==> src/rtl/display_scan_ctrl_pkg.sv <==
// display_pkg: shared types, constants and nibble helpers
// for the seven-segment scan scheduler.
package display_pkg;

    typedef enum logic {
        BLANK = 1'b0,
        SHOW  = 1'b1
    } scan_state_t;

    localparam int NUM_DIGITS = 4;
    localparam int DIGIT_W    = 4;

    localparam logic [3:0] AN_OFF = 4'b1111;

    localparam logic [3:0] AN_PATTERN [0:NUM_DIGITS-1] = '{
        4'b0111, 4'b1011, 4'b1101, 4'b1110
    };

    function automatic logic [DIGIT_W-1:0] nibble(
        input logic [15:0] w,
        input logic [1:0]  i
    );
        return w[{i, 2'b00} +: DIGIT_W];
    endfunction

    // Digit i is a leading zero when nibbles i..3 are all zero;
    // digit 0 is never blanked.
    function automatic logic lead_zero(
        input logic [15:0] w,
        input logic [1:0]  i
    );
        return (i != 2'd0) && ((w >> {i, 2'b00}) == 16'h0000);
    endfunction

endpackage

==> src/rtl/display_scan_ctrl_if.sv <==
// display_scan_ctrl_if: valid/ready request bundle for the two
// display requesters (A and B).
interface display_scan_ctrl_if;

    logic        req_a_valid;
    logic [15:0] req_a_data;
    logic        req_a_ready;
    logic        req_b_valid;
    logic [15:0] req_b_data;
    logic        req_b_ready;

    modport master (
        output req_a_valid, req_a_data,
        input  req_a_ready,
        output req_b_valid, req_b_data,
        input  req_b_ready
    );

    modport slave (
        input  req_a_valid, req_a_data,
        output req_a_ready,
        input  req_b_valid, req_b_data,
        output req_b_ready
    );

endinterface

==> src/rtl/display_scan_ctrl_rr_arb2.sv <==
// rr_arb2: two-input round-robin arbiter; grants only while
// enable is high, remembers the last source granted.
module rr_arb2 (
    input  logic       clk,
    input  logic       reset_n,
    input  logic [1:0] req,
    input  logic       enable,
    output logic [1:0] grant
);

    logic last_grant_b;

    // Pick a winner; on a tie, favour the source not served last.
    always_comb begin
        grant = 2'b00;
        if (enable) begin
            unique case (req)
                2'b01:   grant = 2'b01;
                2'b10:   grant = 2'b10;
                2'b11:   grant = last_grant_b ? 2'b01 : 2'b10;
                default: grant = 2'b00;
            endcase
        end
    end

    // Record the winner; reset to B so A wins the first tie.
    always_ff @(posedge clk or negedge reset_n) begin
        if (!reset_n)
            last_grant_b <= 1'b1;
        else if (|grant)
            last_grant_b <= grant[1];
    end

endmodule

==> src/rtl/display_scan_ctrl.sv <==
// display_scan_ctrl: 4-digit seven-segment scan scheduler with
// two arbitrated requesters. Define LZB_EN for leading-zero blanking.
module display_scan_ctrl
    import display_pkg::*;
#(
    parameter int PRESCALE     = 50000,
    parameter int BLANK_CYCLES = 500
) (
    input  logic                clk,
    input  logic                reset_n,
    display_scan_ctrl_if.slave  req,
    output logic                src_b,
    output logic [3:0]          digit_val,
    output logic [3:0]          an,
    output logic                frame_done
);

    localparam int CW = $clog2(PRESCALE);
    localparam logic [CW-1:0] CNT_LAST   = CW'(PRESCALE - 1);
    localparam logic [CW-1:0] BLANK_LAST = CW'(BLANK_CYCLES - 1);

    logic [CW-1:0] cnt;
    scan_state_t   state, state_nx;
    logic [1:0]    idx, idx_nx;
    logic [15:0]   shadow;
    logic [1:0]    grant;
    logic [3:0]    an_nx;

    // Slot counter: 0..PRESCALE-1, then wrap.
    always_ff @(posedge clk or negedge reset_n) begin
        if (!reset_n)
            cnt <= '0;
        else if (cnt == CNT_LAST)
            cnt <= '0;
        else
            cnt <= cnt + CW'(1);
    end

    // State and digit index registers.
    always_ff @(posedge clk or negedge reset_n) begin
        if (!reset_n) begin
            state <= BLANK;
            idx   <= 2'd0;
        end else begin
            state <= state_nx;
            idx   <= idx_nx;
        end
    end

    // Next state; frame ends as digit 3 leaves SHOW.
    always_comb begin
        state_nx   = state;
        idx_nx     = idx;
        frame_done = 1'b0;
        unique case (state)
            BLANK: begin
                if (cnt == BLANK_LAST)
                    state_nx = SHOW;
            end
            SHOW: begin
                if (cnt == CNT_LAST) begin
                    state_nx   = BLANK;
                    idx_nx     = idx + 2'd1;
                    frame_done = (idx == 2'd3);
                end
            end
            default: state_nx = BLANK;
        endcase
    end

    rr_arb2 u_arb (
        .clk     (clk),
        .reset_n (reset_n),
        .req     ({req.req_b_valid, req.req_a_valid}),
        .enable  (frame_done),
        .grant   (grant)
    );

    assign req.req_a_ready = grant[0];
    assign req.req_b_ready = grant[1];

    // Shadow word only changes at a frame boundary transfer.
    always_ff @(posedge clk or negedge reset_n) begin
        if (!reset_n) begin
            shadow <= 16'h0000;
            src_b  <= 1'b0;
        end else if (|grant) begin
            shadow <= grant[1] ? req.req_b_data : req.req_a_data;
            src_b  <= grant[1];
        end
    end

    // Anode pattern for the current slot.
    always_comb begin
        an_nx = AN_OFF;
        if (state == SHOW) begin
            an_nx = AN_PATTERN[idx];
`ifdef LZB_EN
            if (lead_zero(shadow, idx))
                an_nx = AN_OFF;
`else
`endif
        end
    end

    // Registered display outputs; digit_val holds through BLANK.
    always_ff @(posedge clk or negedge reset_n) begin
        if (!reset_n) begin
            an        <= AN_OFF;
            digit_val <= 4'h0;
        end else begin
            an <= an_nx;
            if (state == SHOW)
                digit_val <= nibble(shadow, idx);
        end
    end

endmodule

==> src/flat_wrapper.sv <==
// flat-port wrapper written by rule: the top's interface ports become plain ports
module display_scan_ctrl_flat import display_pkg::*;
#(
    parameter int PRESCALE     = 50000,
    parameter int BLANK_CYCLES = 500
)
  (clk, reset_n, src_b, digit_val, an, frame_done, req_req_a_valid, req_req_a_data, req_req_a_ready, req_req_b_valid, req_req_b_data, req_req_b_ready);
  display_scan_ctrl_if req_i ();
  input  logic clk;
  input  logic reset_n;
  output logic src_b;
  output logic [3:0] digit_val;
  output logic [3:0] an;
  output logic frame_done;
  input wire logic [$bits(req_i.req_a_valid)-1:0] req_req_a_valid;
  input wire logic [$bits(req_i.req_a_data)-1:0] req_req_a_data;
  output wire logic [$bits(req_i.req_a_ready)-1:0] req_req_a_ready;
  input wire logic [$bits(req_i.req_b_valid)-1:0] req_req_b_valid;
  input wire logic [$bits(req_i.req_b_data)-1:0] req_req_b_data;
  output wire logic [$bits(req_i.req_b_ready)-1:0] req_req_b_ready;
  assign req_i.req_a_valid = req_req_a_valid;
  assign req_i.req_a_data = req_req_a_data;
  assign req_req_a_ready = req_i.req_a_ready;
  assign req_i.req_b_valid = req_req_b_valid;
  assign req_i.req_b_data = req_req_b_data;
  assign req_req_b_ready = req_i.req_b_ready;
  display_scan_ctrl #(.PRESCALE(PRESCALE), .BLANK_CYCLES(BLANK_CYCLES)) u_core (.clk(clk), .reset_n(reset_n), .req(req_i), .src_b(src_b), .digit_val(digit_val), .an(an), .frame_done(frame_done));
endmodule
==> config.mk <==
export PLATFORM = sky130hd
export DESIGN_NAME = display_scan_ctrl_flat
export DESIGN_NICKNAME = d
export VERILOG_FILES = /design/src/rtl/display_scan_ctrl_pkg.sv /design/src/rtl/display_scan_ctrl_if.sv /design/src/rtl/display_scan_ctrl_rr_arb2.sv /design/src/rtl/display_scan_ctrl.sv /design/src/flat_wrapper.sv
export SDC_FILE = /design/constraint.sdc
export NUM_CORES = 1
export LEC_CHECK = 0
export CAP_MARGIN = 0
export CORE_MARGIN = 4
export CORE_UTILIZATION = 45
export DETAILED_ROUTE_END_ITERATION = 10
export PLACE_DENSITY = 0.74
export SETUP_SLACK_MARGIN = 0.1
export SYNTH_ARGS = -nofsm -noshare
export SYNTH_HDL_FRONTEND = slang
export SYNTH_SLANG_ARGS = --single-unit
export TNS_END_PERCENT = 30
==> constraint.sdc <==
create_clock -name clk -period 2.2 [get_ports clk]
set_input_delay 0.22 -clock clk [delete_from_list [all_inputs] [get_ports clk]]
set_output_delay 0.22 -clock clk [all_outputs]
set_load 0.005 [all_outputs]
==> results.md <==
* Worst-Margin Slew at 0.437 ns
* Yosys top cell area share at 0.450
* Layout cells sized above 1 at 0.245
* Leading cell type in the layout, fill and taps excluded: clkdlybuf4s50_1
* Post-layout min period at 2.26 ns
* WP data required at 1.98 ns
* Worst skew pair latency at 0.30 ns
* Max cap viols at 0
* Die width at 78.3 um
* Global-route wire length before repair at 8.18 mm
* Max-slew violation count at 0
* Vias in the first global route at 1845
* Setup WS post-layout at -0.0627 ns
* Dpl ws at -0.228 ns
* Worst Setup End Kind: primary output
* Detailed Route WL at 4.66 mm
* P&R area growth vs syn at 40.2%
* RR Startpoint: u_core.cnt[11]
* Post-route cell area at 3120 um2
* Worst rel slew slack at 0.707
* Critical Path Source: u_core.cnt[11]
* Remaining antenna violation count at 0
* Setup_tns at -0.110 ns
* Grt total ovfl at 0
* Finished Layout Cells at 344
* Synthesis Warnings at 0
* RePlAce Congestion at 0.786
* WP data arrival at 2.04 ns
* PD cells at 471 nW/um2
* Crit start category: register
* Leakage at 1.46 nW
* Post-layout util at 0.657
* Clk pin slew, worst setup/hold paths at 0.09 ns
* Drt wl/cell at 13.6 um
* Clock Sink Count at 45
* DRT Pass-1 Iters at 4
* CORE AREA at 4750 um2
* Final period utilization at 1.03
* Critical path type: reg -> out
* NumNets Final at 317
* FF+latch count, synth at 45
* Row Count at 25
* Initial drt markers at 63
* Root Buffer: clkbuf_8
* Async SR Flop Fraction at 1.00
* CTS tree: built
* Die Footprint at 6140 um2
* Initial core utilization at 0.468
* Run status: finished, violations left
* CTS Buf Count at 5
* Initial antenna violation count at 0
* Min-Delay Path Class: in -> async
* Setup violations, final at 3
* CP max FO at 4
* Max Freq at 0.442 GHz
* Die height at 78.3 um
* H-tree lvl count at 2
* Syn Area/Cell at 11.2 um2
* Mapped cell area at 2230 um2
* Post-Syn Instances at 199
* IO buf count at 47
* Worst VDD drop at 0.000415 V
* R2r setup slk at 0 ns
* Largest net degree at the start of global routing at 19
* Post-layout power at 1.47 mW
* Post-synth net total at 240
* Hold_ws at 0.360 ns
* Commonest non-fill, non-tap cells in the layout: clkdlybuf4s50_1, dfrtp_1, buf_4
* Final number of hold-violating endpoints at 0
* Post-synth EDFFs at 0
* Critical R2R Capture: u_core.u_arb.last_grant_b
* IO Pins at 48
* Yosys top cell by area: dfrtp_1
* RSZ-0062 raised after global routing: true
* Post-Place Cells at 332
* Dpl hpwl at 3.62 mm
* Clk buf depth at 2
* Main synth FF type: dfrtp_1
* Synth top area cells: dfrtp_1, mux2i_1, dfstp_2
* Violated checks: setup timing
* Cell variety after synth at 34
* Placement Cell Area at 2960 um2
* Sequential share of the synthesized area at 0.509
* Tot GR Track Use at 0.167
* Fin Clk Skew at 0.00682 ns
* Drc violations at 0
* R2R depth at 6
* Vias per inst at 5.15
* ANT cells at 0
* Via count at 1771
* Fill cells at 381
-- metal layers --
| metal | track usage | up-vias | wire length, um |
|---|---|---|---|
| met3 | 0.0321 | 7 | 190 |
| met1 | 0.201 | 842 | 2020 |
| met5 | 0 | - | 0 |
| li1 | - | 879 | - |
| met4 | 0.0524 | 0 | 66 |
| met2 | 0.300 | 43 | 2380 |
-- state kept, by name, summed over array words and instances, names as in the netlist --
register and cells:
u_core.state 1, u_core.src_b 1, u_core.idx 2, u_core.cnt 16
u_core.u_arb.last_grant_b 1, u_core.shadow 16, u_core.an 4, u_core.digit_val 4
-- synth_stat cells (2+ instances only) --
cell type and n:
dfrtp_1 40, o21ai_0 26, mux2i_1 16, nand2_1 12, o21ai_1 10, clkbuf_1 9
nor2_1 8, nand3_1 6, nand4_1 6, xnor2_1 6, xor2_1 6, dfstp_2 5
ha_1 5, inv_1 5, mux2_2 5, nor3_1 5, mux4_2 4, a21oi_1 3
or3_1 3, and2_1 2, and4_1 2, nor4_1 2, or4_4 2
-- kinds of logic (layout without fill, tap and decap cells) --
group	count (synthesis)	in the layout	share of synthesized area
buffers and inverters	15	93	0.0287
adders and majority gates	5	5	0.0281
and+or+nand+nor	54	54	0.140
AOI/OAI and AO/OA	43	43	0.110
xor gates and xnor gates	12	12	0.0472
DFF	45	45	0.509
muxes	25	25	0.138
-- what timing repair did --
action,CTS,global route
hold buffers,1,0
setup endpoints to repair,6,21
hold endpoints to repair,11,0
pin swaps,3,4
resized for setup,13,24
setup buffers,2,1
-- report_power, final --
group	switching [mW]	internal [mW]	total, mW	leakage (nW)
sequential	0.00109	0.830	0.831	0.596
clock	0.284	0.255	0.539	0.0512
combinational	0.0334	0.0661	0.0995	0.817
total	0.319	1.15	1.47	1.46
-- critical path, stage by stage, from the launching register on --
cell	delay (ns)
dfrtp_1	0.38
or4_4	0.53
or4_4	0.45
buf_6	0.15
nor3_4	0.10
buf_2	0.13
-- cell type report --
cell class | instances | area (um2) | share of cell area
sequential | 45 | 1130 | 0.363
multi-input combinational | 139 | 1060 | 0.340
timing repair buffer | 80 | 729 | 0.234
tap | 67 | 83.8 | 0.0269
clock buffer | 6 | 82.6 | 0.0265
inverter | 5 | 18.8 | 0.00601
clock inverter | 2 | 13.8 | 0.00441
-- worst max path at each step --
stage,endpoint
finish,req_req_a_ready
global route,req_req_a_ready
CTS,req_req_a_ready
detailed placement,req_req_a_ready
global placement,req_req_a_ready
floorplan,u_core.src_b
(Power assumes the default switching activity.)
